[src/rtl/terminal_pkg.sv]
// ============================================================================
// Module : terminal_pkg
// Brief  : Console page number, register offsets and bit indices.
// Rev    : 1.0  initial release
// ============================================================================
`default_nettype none

package terminal_pkg;

  // Console page shared by the terminal input and output devices.
  localparam logic [23:0] c_base_page = 24'h000002;

  localparam logic [7:0] c_off_data   = 8'h00;
  localparam logic [7:0] c_off_status = 8'h04;
  localparam logic [7:0] c_off_ctrl   = 8'h08;

  localparam int unsigned c_stat_nonempty  = 0;
  localparam int unsigned c_stat_full      = 1;
  localparam int unsigned c_stat_overflow  = 2;
  localparam int unsigned c_stat_count_lsb = 8;
  localparam int unsigned c_stat_count_w   = 9;

  localparam int unsigned c_ctrl_flush   = 0;
  localparam int unsigned c_ctrl_clr_ovf = 1;
  localparam int unsigned c_ctrl_ie      = 2;

endpackage

`default_nettype wire

[src/rtl/terminal_input_if.sv]
// ============================================================================
// Module : terminal_input_if
// Brief  : CPU load/store bus plus the character strobe from the byte source.
// Rev    : 1.0  initial release
// ============================================================================
`default_nettype none

interface terminal_input_if;
  logic        re;
  logic        we;
  logic [31:0] addr;
  logic [31:0] data_write;
  logic [31:0] data_read;
  logic        sel;
  logic        in_valid;
  logic [7:0]  in_data;

  modport master (
    output re, we, addr, data_write, in_valid, in_data,
    input  data_read, sel
  );

  modport slave (
    input  re, we, addr, data_write, in_valid, in_data,
    output data_read, sel
  );
endinterface

`default_nettype wire

[src/rtl/terminal_fifo.sv]
// ============================================================================
// Module : terminal_fifo
// Brief  : 8-bit synchronous FIFO, combinational head; flush beats push/pop.
// Rev    : 1.0  initial release
// ============================================================================
`default_nettype none

module terminal_fifo #(
  parameter int DEPTH = 16,
  localparam int AW   = (DEPTH > 1) ? $clog2(DEPTH) : 1,
  localparam int CW   = AW + 1
) (
  input  logic          clk,
  input  logic          reset_n,
  input  logic          push,
  input  logic          pop,
  input  logic          flush,
  input  logic [7:0]    din,
  output logic [7:0]    dout,
  output logic [CW-1:0] count,
  output logic          full,
  output logic          empty
);

  logic [7:0]    r_mem [DEPTH];
  logic [AW-1:0] r_rd_ptr;
  logic [AW-1:0] r_wr_ptr;
  logic [CW-1:0] r_count;
  logic          w_pop_ok;
  logic          w_push_ok;

  assign empty = (r_count == '0);
  assign full  = (r_count == CW'(DEPTH));
  assign count = r_count;
  assign dout  = r_mem[r_rd_ptr];

  // A pop in the same cycle frees the slot, so a push is taken even when full.
  assign w_pop_ok  = pop && !empty && !flush;
  assign w_push_ok = push && !flush && (!full || w_pop_ok);

  always_ff @(posedge clk or negedge reset_n) begin
    if (!reset_n) begin
      r_rd_ptr <= '0;
      r_wr_ptr <= '0;
      r_count  <= '0;
    end else if (flush) begin
      r_rd_ptr <= '0;
      r_wr_ptr <= '0;
      r_count  <= '0;
    end else begin
      if (w_pop_ok)  r_rd_ptr <= r_rd_ptr + AW'(1);
      if (w_push_ok) r_wr_ptr <= r_wr_ptr + AW'(1);
      if (w_push_ok && !w_pop_ok)      r_count <= r_count + CW'(1);
      else if (w_pop_ok && !w_push_ok) r_count <= r_count - CW'(1);
    end
  end

  always_ff @(posedge clk) begin
    if (w_push_ok) r_mem[r_wr_ptr] <= din;
  end

endmodule

`default_nettype wire

[src/rtl/terminal_input.sv]
// ============================================================================
// Module : terminal_input
// Brief  : Memory-mapped console input: DATA/STATUS/CTRL over a byte FIFO.
//          Define TERMINAL_INPUT_IRQ_EN for the ie bit and irq output.
// Rev    : 1.0  initial release
// ============================================================================
`default_nettype none

module terminal_input
  import terminal_pkg::*;
#(
  parameter int          DEPTH     = 16,
  parameter logic [23:0] BASE_PAGE = c_base_page,
  localparam int         CW        = ((DEPTH > 1) ? $clog2(DEPTH) : 1) + 1
) (
  input  logic             clk,
  input  logic             reset_n,
  terminal_input_if.slave  bus
`ifdef TERMINAL_INPUT_IRQ_EN
  ,
  output logic             irq
`endif
);

  logic          w_sel;
  logic [7:0]    w_off;
  logic          w_pop;
  logic          w_ctrl_wr;
  logic          w_flush;
  logic          w_clr_ovf;
  logic          w_ovf_set;
  logic [7:0]    w_head;
  logic [CW-1:0] w_count;
  logic [8:0]    w_count9;
  logic          w_full;
  logic          w_empty;
  logic          r_overflow;
  logic [31:0]   w_rdata;
  logic          w_unused;

  assign w_sel     = (bus.addr[31:8] == BASE_PAGE);
  assign w_off     = bus.addr[7:0];
  assign w_pop     = bus.re && w_sel && (w_off == c_off_data) && !w_empty;
  assign w_ctrl_wr = bus.we && w_sel && (w_off == c_off_ctrl);
  assign w_flush   = w_ctrl_wr && bus.data_write[c_ctrl_flush];
  assign w_clr_ovf = w_ctrl_wr && bus.data_write[c_ctrl_clr_ovf];
  // A drop happens only when the byte truly has nowhere to go.
  assign w_ovf_set = bus.in_valid && w_full && !w_pop && !w_flush;
  assign w_count9  = 9'(w_count);

  terminal_fifo #(.DEPTH(DEPTH)) u_fifo (
    .clk     (clk),
    .reset_n (reset_n),
    .push    (bus.in_valid),
    .pop     (w_pop),
    .flush   (w_flush),
    .din     (bus.in_data),
    .dout    (w_head),
    .count   (w_count),
    .full    (w_full),
    .empty   (w_empty)
  );

  always_ff @(posedge clk or negedge reset_n) begin
    if (!reset_n)       r_overflow <= 1'b0;
    else if (w_ovf_set) r_overflow <= 1'b1;
    else if (w_clr_ovf) r_overflow <= 1'b0;
  end

`ifdef TERMINAL_INPUT_IRQ_EN
  logic r_ie;

  always_ff @(posedge clk or negedge reset_n) begin
    if (!reset_n)       r_ie <= 1'b0;
    else if (w_ctrl_wr) r_ie <= bus.data_write[c_ctrl_ie];
  end

  assign irq      = r_ie && !w_empty;
  assign w_unused = ^bus.data_write[31:3];
`else
  assign w_unused = ^bus.data_write[31:2];
`endif

  always_comb begin
    w_rdata = '0;
    if (w_sel) begin
      case (w_off)
        c_off_data: begin
          if (!w_empty) w_rdata[7:0] = w_head;
        end
        c_off_status: begin
          w_rdata[c_stat_nonempty] = !w_empty;
          w_rdata[c_stat_full]     = w_full;
          w_rdata[c_stat_overflow] = r_overflow;
          w_rdata[c_stat_count_lsb +: c_stat_count_w] = w_count9;
        end
        c_off_ctrl: begin
`ifdef TERMINAL_INPUT_IRQ_EN
          w_rdata[c_ctrl_ie] = r_ie;
`endif
        end
        default: w_rdata = '0;
      endcase
    end
  end

  assign bus.data_read = w_rdata;
  assign bus.sel       = w_sel;

endmodule

`default_nettype wire
[src/flat_wrapper.sv]
// flat-port wrapper written by rule: the top's interface ports become plain ports
module terminal_input_flat import terminal_pkg::*;
#(
  parameter int          DEPTH     = 16,
  parameter logic [23:0] BASE_PAGE = c_base_page,
  localparam int         CW        = ((DEPTH > 1) ? $clog2(DEPTH) : 1) + 1
)
  (clk, reset_n, bus_re, bus_we, bus_addr, bus_data_write, bus_in_valid, bus_in_data, bus_data_read, bus_sel);
  terminal_input_if bus_i ();
  input  logic clk;
  input  logic reset_n;
  input wire logic [$bits(bus_i.re)-1:0] bus_re;
  input wire logic [$bits(bus_i.we)-1:0] bus_we;
  input wire logic [$bits(bus_i.addr)-1:0] bus_addr;
  input wire logic [$bits(bus_i.data_write)-1:0] bus_data_write;
  input wire logic [$bits(bus_i.in_valid)-1:0] bus_in_valid;
  input wire logic [$bits(bus_i.in_data)-1:0] bus_in_data;
  output wire logic [$bits(bus_i.data_read)-1:0] bus_data_read;
  output wire logic [$bits(bus_i.sel)-1:0] bus_sel;
  assign bus_i.re = bus_re;
  assign bus_i.we = bus_we;
  assign bus_i.addr = bus_addr;
  assign bus_i.data_write = bus_data_write;
  assign bus_i.in_valid = bus_in_valid;
  assign bus_i.in_data = bus_in_data;
  assign bus_data_read = bus_i.data_read;
  assign bus_sel = bus_i.sel;
  terminal_input #(.DEPTH(DEPTH), .BASE_PAGE(BASE_PAGE)) u_core (.clk(clk), .reset_n(reset_n), .bus(bus_i));
endmodule
[config.mk]
export PLATFORM = sky130hd
export DESIGN_NAME = terminal_input_flat
export DESIGN_NICKNAME = d
export VERILOG_FILES = /design/src/rtl/terminal_pkg.sv /design/src/rtl/terminal_input_if.sv /design/src/rtl/terminal_fifo.sv /design/src/rtl/terminal_input.sv /design/src/flat_wrapper.sv
export SDC_FILE = /design/constraint.sdc
export NUM_CORES = 1
export LEC_CHECK = 0
export CELL_PAD_IN_SITES_DETAIL_PLACEMENT = 1
export CELL_PAD_IN_SITES_GLOBAL_PLACEMENT = 1
export CORE_ASPECT_RATIO = 1.75
export CORE_MARGIN = 10
export CORE_UTILIZATION = 30
export CTS_CLUSTER_SIZE = 28
export DETAILED_ROUTE_END_ITERATION = 8
export PLACE_DENSITY_LB_ADDON = 0.1
export SLEW_MARGIN = 40
export SYNTH_ARGS = -nofsm -noshare
export SYNTH_HDL_FRONTEND = slang
export SYNTH_HIERARCHICAL = 1
export SYNTH_SLANG_ARGS = --single-unit
export TNS_END_PERCENT = 30
[constraint.sdc]
create_clock -name clk -period 3.9 [get_ports clk]
set_clock_uncertainty 0.15 [all_clocks]
set_input_delay 0.585 -clock clk [delete_from_list [all_inputs] [get_ports clk]]
set_output_delay 0.585 -clock clk [all_outputs]
set_load 0.01 [all_outputs]
==> out/metrics.csv <==
metric,value,unit
worst_pin_slew,0.7124,ns
grt_pass1_wl,25.88,mm
antenna_left,0,
cp_cell_sequence,"buf_12, mux4_2, a22oi_1, nand2_1, a22oi_1, nor2_1, clkdlybuf4s50_1",
ios,110,
grt_pass1_vias,4334,
clock_latency,0.42,ns
synth_async_sr_flop_share,9.859,%
post_cts_resized,0,
holdWs,0.3484,ns
fin_crit,3.596,ns
ys_warn_count,6,
r2r_end,u_core/u_fifo/count[4],
busiest_layer,met2,
layout_common_cells,"edfxtp_1 (128), clkdlybuf4s50_1 (60), buf_4 (41)",
power_density,526.4,nW/um^2
fill_cells,2133,
slowest_delay,0.59,ns
use_met2,25.87,%
p_leak,2.735,nW
port_buffers,60,
syn_inst,410,
relSlewSlack,52.36,%
avgRoutedWirePerCell,22.16,microns
final_nets,597,
synth-seq-cells,142,
viasPerCell,4.912,
clock-root-buffer,clkbuf_16,
path_common_cell,a22oi_1,
drc,0,
grt_max_degree,52,
htreeDepth,4,
stdcell_area,8055,sq um
hold_buffers,0,
antennaDiodeCount,0,
die_area,27770,sq um
die_w,130.3,microns
setup_viol,0,
fmax,0.2781,GHz
routed_wl,17.17,mm
crit_start,u_core/u_fifo/r_rd_ptr[0],
startpoint_type,register,
numCtsBuffers,17,
hold_path_class,reg2reg,
gp_congestion,0.7384,
use_met1,11.95,%
drt_first_pass_iters,4,
clk_pin_slew,0.06,ns
synth.distinct_cells,46,
fin_util,38.48,%
cp_data_required_time,3.16,ns
hpwl,12.90,mm
syn_to_final_growth,26.06,%
cts_tree,done,
synth_area_per_cell,15.59,sq um
ir_worst_vdd,0.3247,mV
status,"finished, final reports clean",
vias,3807,
gr-total-overflow,0,
synth_seq_area_share,65.64,%
total_power,4.241,mW
fp-row-count,70,
hold_violations,0,
core,20930,sq um
worstRegToRegCells,12,
slew_viol_final,0,
maxCapViolCount,0,
grt_util_met3,2.881,%
place_area,7475,sq um
grtUsageTotal,12.85,%
worstSetupEndpoint,bus_data_read[1],
die_h,213.1,microns
drive_gt1_share,20.27,%
worstSetupPathType,reg2out,
synth_area,6390,sq um
antenna_found_initial,0,
synth_edf_count,128,
crit_arrival,2.86,ns
worstSetupEndpointType,primary output,
slowest_stage,mux4_2,
min_period_over_period,92.20,%
drt_iter0_markers,207,
timing.rr.start,u_core/u_fifo/count[3],
mostFrequentLayoutCell,edfxtp_1,
clkSinkCount,142,
start_util,30.53,%
cts_buffer_depth,2,
path_max_fanout,51,
cts_setup_buffers,0,
seq_area,4195,sq um
grt_setup_unrepaired,no,
synth_ff_type,edfxtp_1,
reg2reg_setup_slack,0.31,ns
tns,0,ns
multi_input_area,2017,sq um
==> power by group <==
group	internal [mW]	switching (mW)	total, mW
sequential	1.85	0.101	1.95
clock	0.970	0.613	1.58
combinational	0.304	0.401	0.705
total	3.13	1.12	4.24
==> per-layer routing <==
layer,share of wire (%),vias to the layer above
met5,0,-
met4,1.1,0
met3,3.7,11
met2,60,71
met1,35,1967
li1,-,1758
==> critical path: cells and delay by family, from the launching register on <==
kind | cells | cell delay (ns)
AOI/OAI and AO/OA | 2 | 0.40
and+or+nand+nor | 2 | 0.22
buffers and inverters | 2 | 0.83
DFF | 1 | 0.37
muxes | 1 | 0.59
==> flip-flops by register name (all words and copies together) (netlist names) <==
name                    cells
u_core/u_fifo/r_mem       128
u_core/u_fifo/count         5
u_core/u_fifo/r_rd_ptr      4
u_core/u_fifo/r_wr_ptr      4
u_core/r_overflow           1
==> final cells by class <==
type,instances,area share [%]
Clock buffer,21,5.716
Clock inverter,11,1.445
Inverter,6,0.2796
Multi-Input combinational cell,241,25.04
Sequential cell,142,52.08
Tap cell,252,3.914
Timing Repair Buffer,102,11.53
==> kinds of logic after synthesis <==
| logic type | share of synthesized area (%) |
|---|---|
| DFF | 65.64 |
| and+or+nand+nor | 8.910 |
| AOI/OAI and AO/OA | 6.364 |
| muxes | 12.00 |
| buffers and inverters | 3.994 |
| adders and majority gates | 2.076 |
| xor gates and xnor gates | 0.9595 |
| other | 0.05869 |
==> per-stage QoR <==
step / instances / setup slack, ns
floorplan: 428 / 0.2939
global placement: 743 / 0.1187
detailed placement: 743 / 0.1191
CTS: 775 / 0.03640
global route: 775 / 0.07148
finish: 775 / 0.3041
==> cells in the mapped netlist, drive strengths merged, types with 2 or more instances <==
| cell | instances | area (sq um) |
|---|---|---|
| dfrtp | 14 | 350.3 |
| o21ai | 12 | 60.06 |
| a22oi | 10 | 75.07 |
| nor2 | 31 | 116.4 |
| a21oi | 5 | 25.02 |
| and2 | 11 | 68.82 |
| a221oi | 16 | 140.1 |
| nand3 | 4 | 20.02 |
| nor2b | 3 | 18.77 |
| xor2 | 4 | 35.03 |
| buf | 29 | 195.2 |
| mux2i | 35 | 350.3 |
| a21o | 2 | 15.01 |
| nand2 | 16 | 60.06 |
| mux2 | 5 | 56.30 |
| nand2b | 4 | 25.02 |
| mux4 | 16 | 360.4 |
| xnor2 | 3 | 26.28 |
| edfxtp | 128 | 3844 |
| ha | 9 | 112.6 |
| nor4 | 9 | 120.1 |
| o211ai | 3 | 22.52 |
| nand4 | 2 | 27.53 |
| nor4b | 2 | 47.55 |
| inv | 5 | 18.77 |
| nor3 | 8 | 40.04 |
| clkbuf | 10 | 37.54 |
==> how the worst min path moves through the flow <==
| stage | from | end | slack, ns | cells past startpoint |
|---|---|---|---|---|
| CTS | u_core/r_overflow | u_core/r_overflow | 0.36 | 2 |
| floorplan | reset_n | u_core/r_overflow | 0.14 | 0 |
| finish | u_core/r_overflow | u_core/r_overflow | 0.35 | 2 |
| global route | u_core/r_overflow | u_core/r_overflow | 0.40 | 2 |
| detailed placement | u_core/r_overflow | u_core/r_overflow | 0.34 | 2 |
| global placement | u_core/r_overflow | u_core/r_overflow | 0.36 | 2 |
Note: power is estimated with default switching activity, not from simulation.
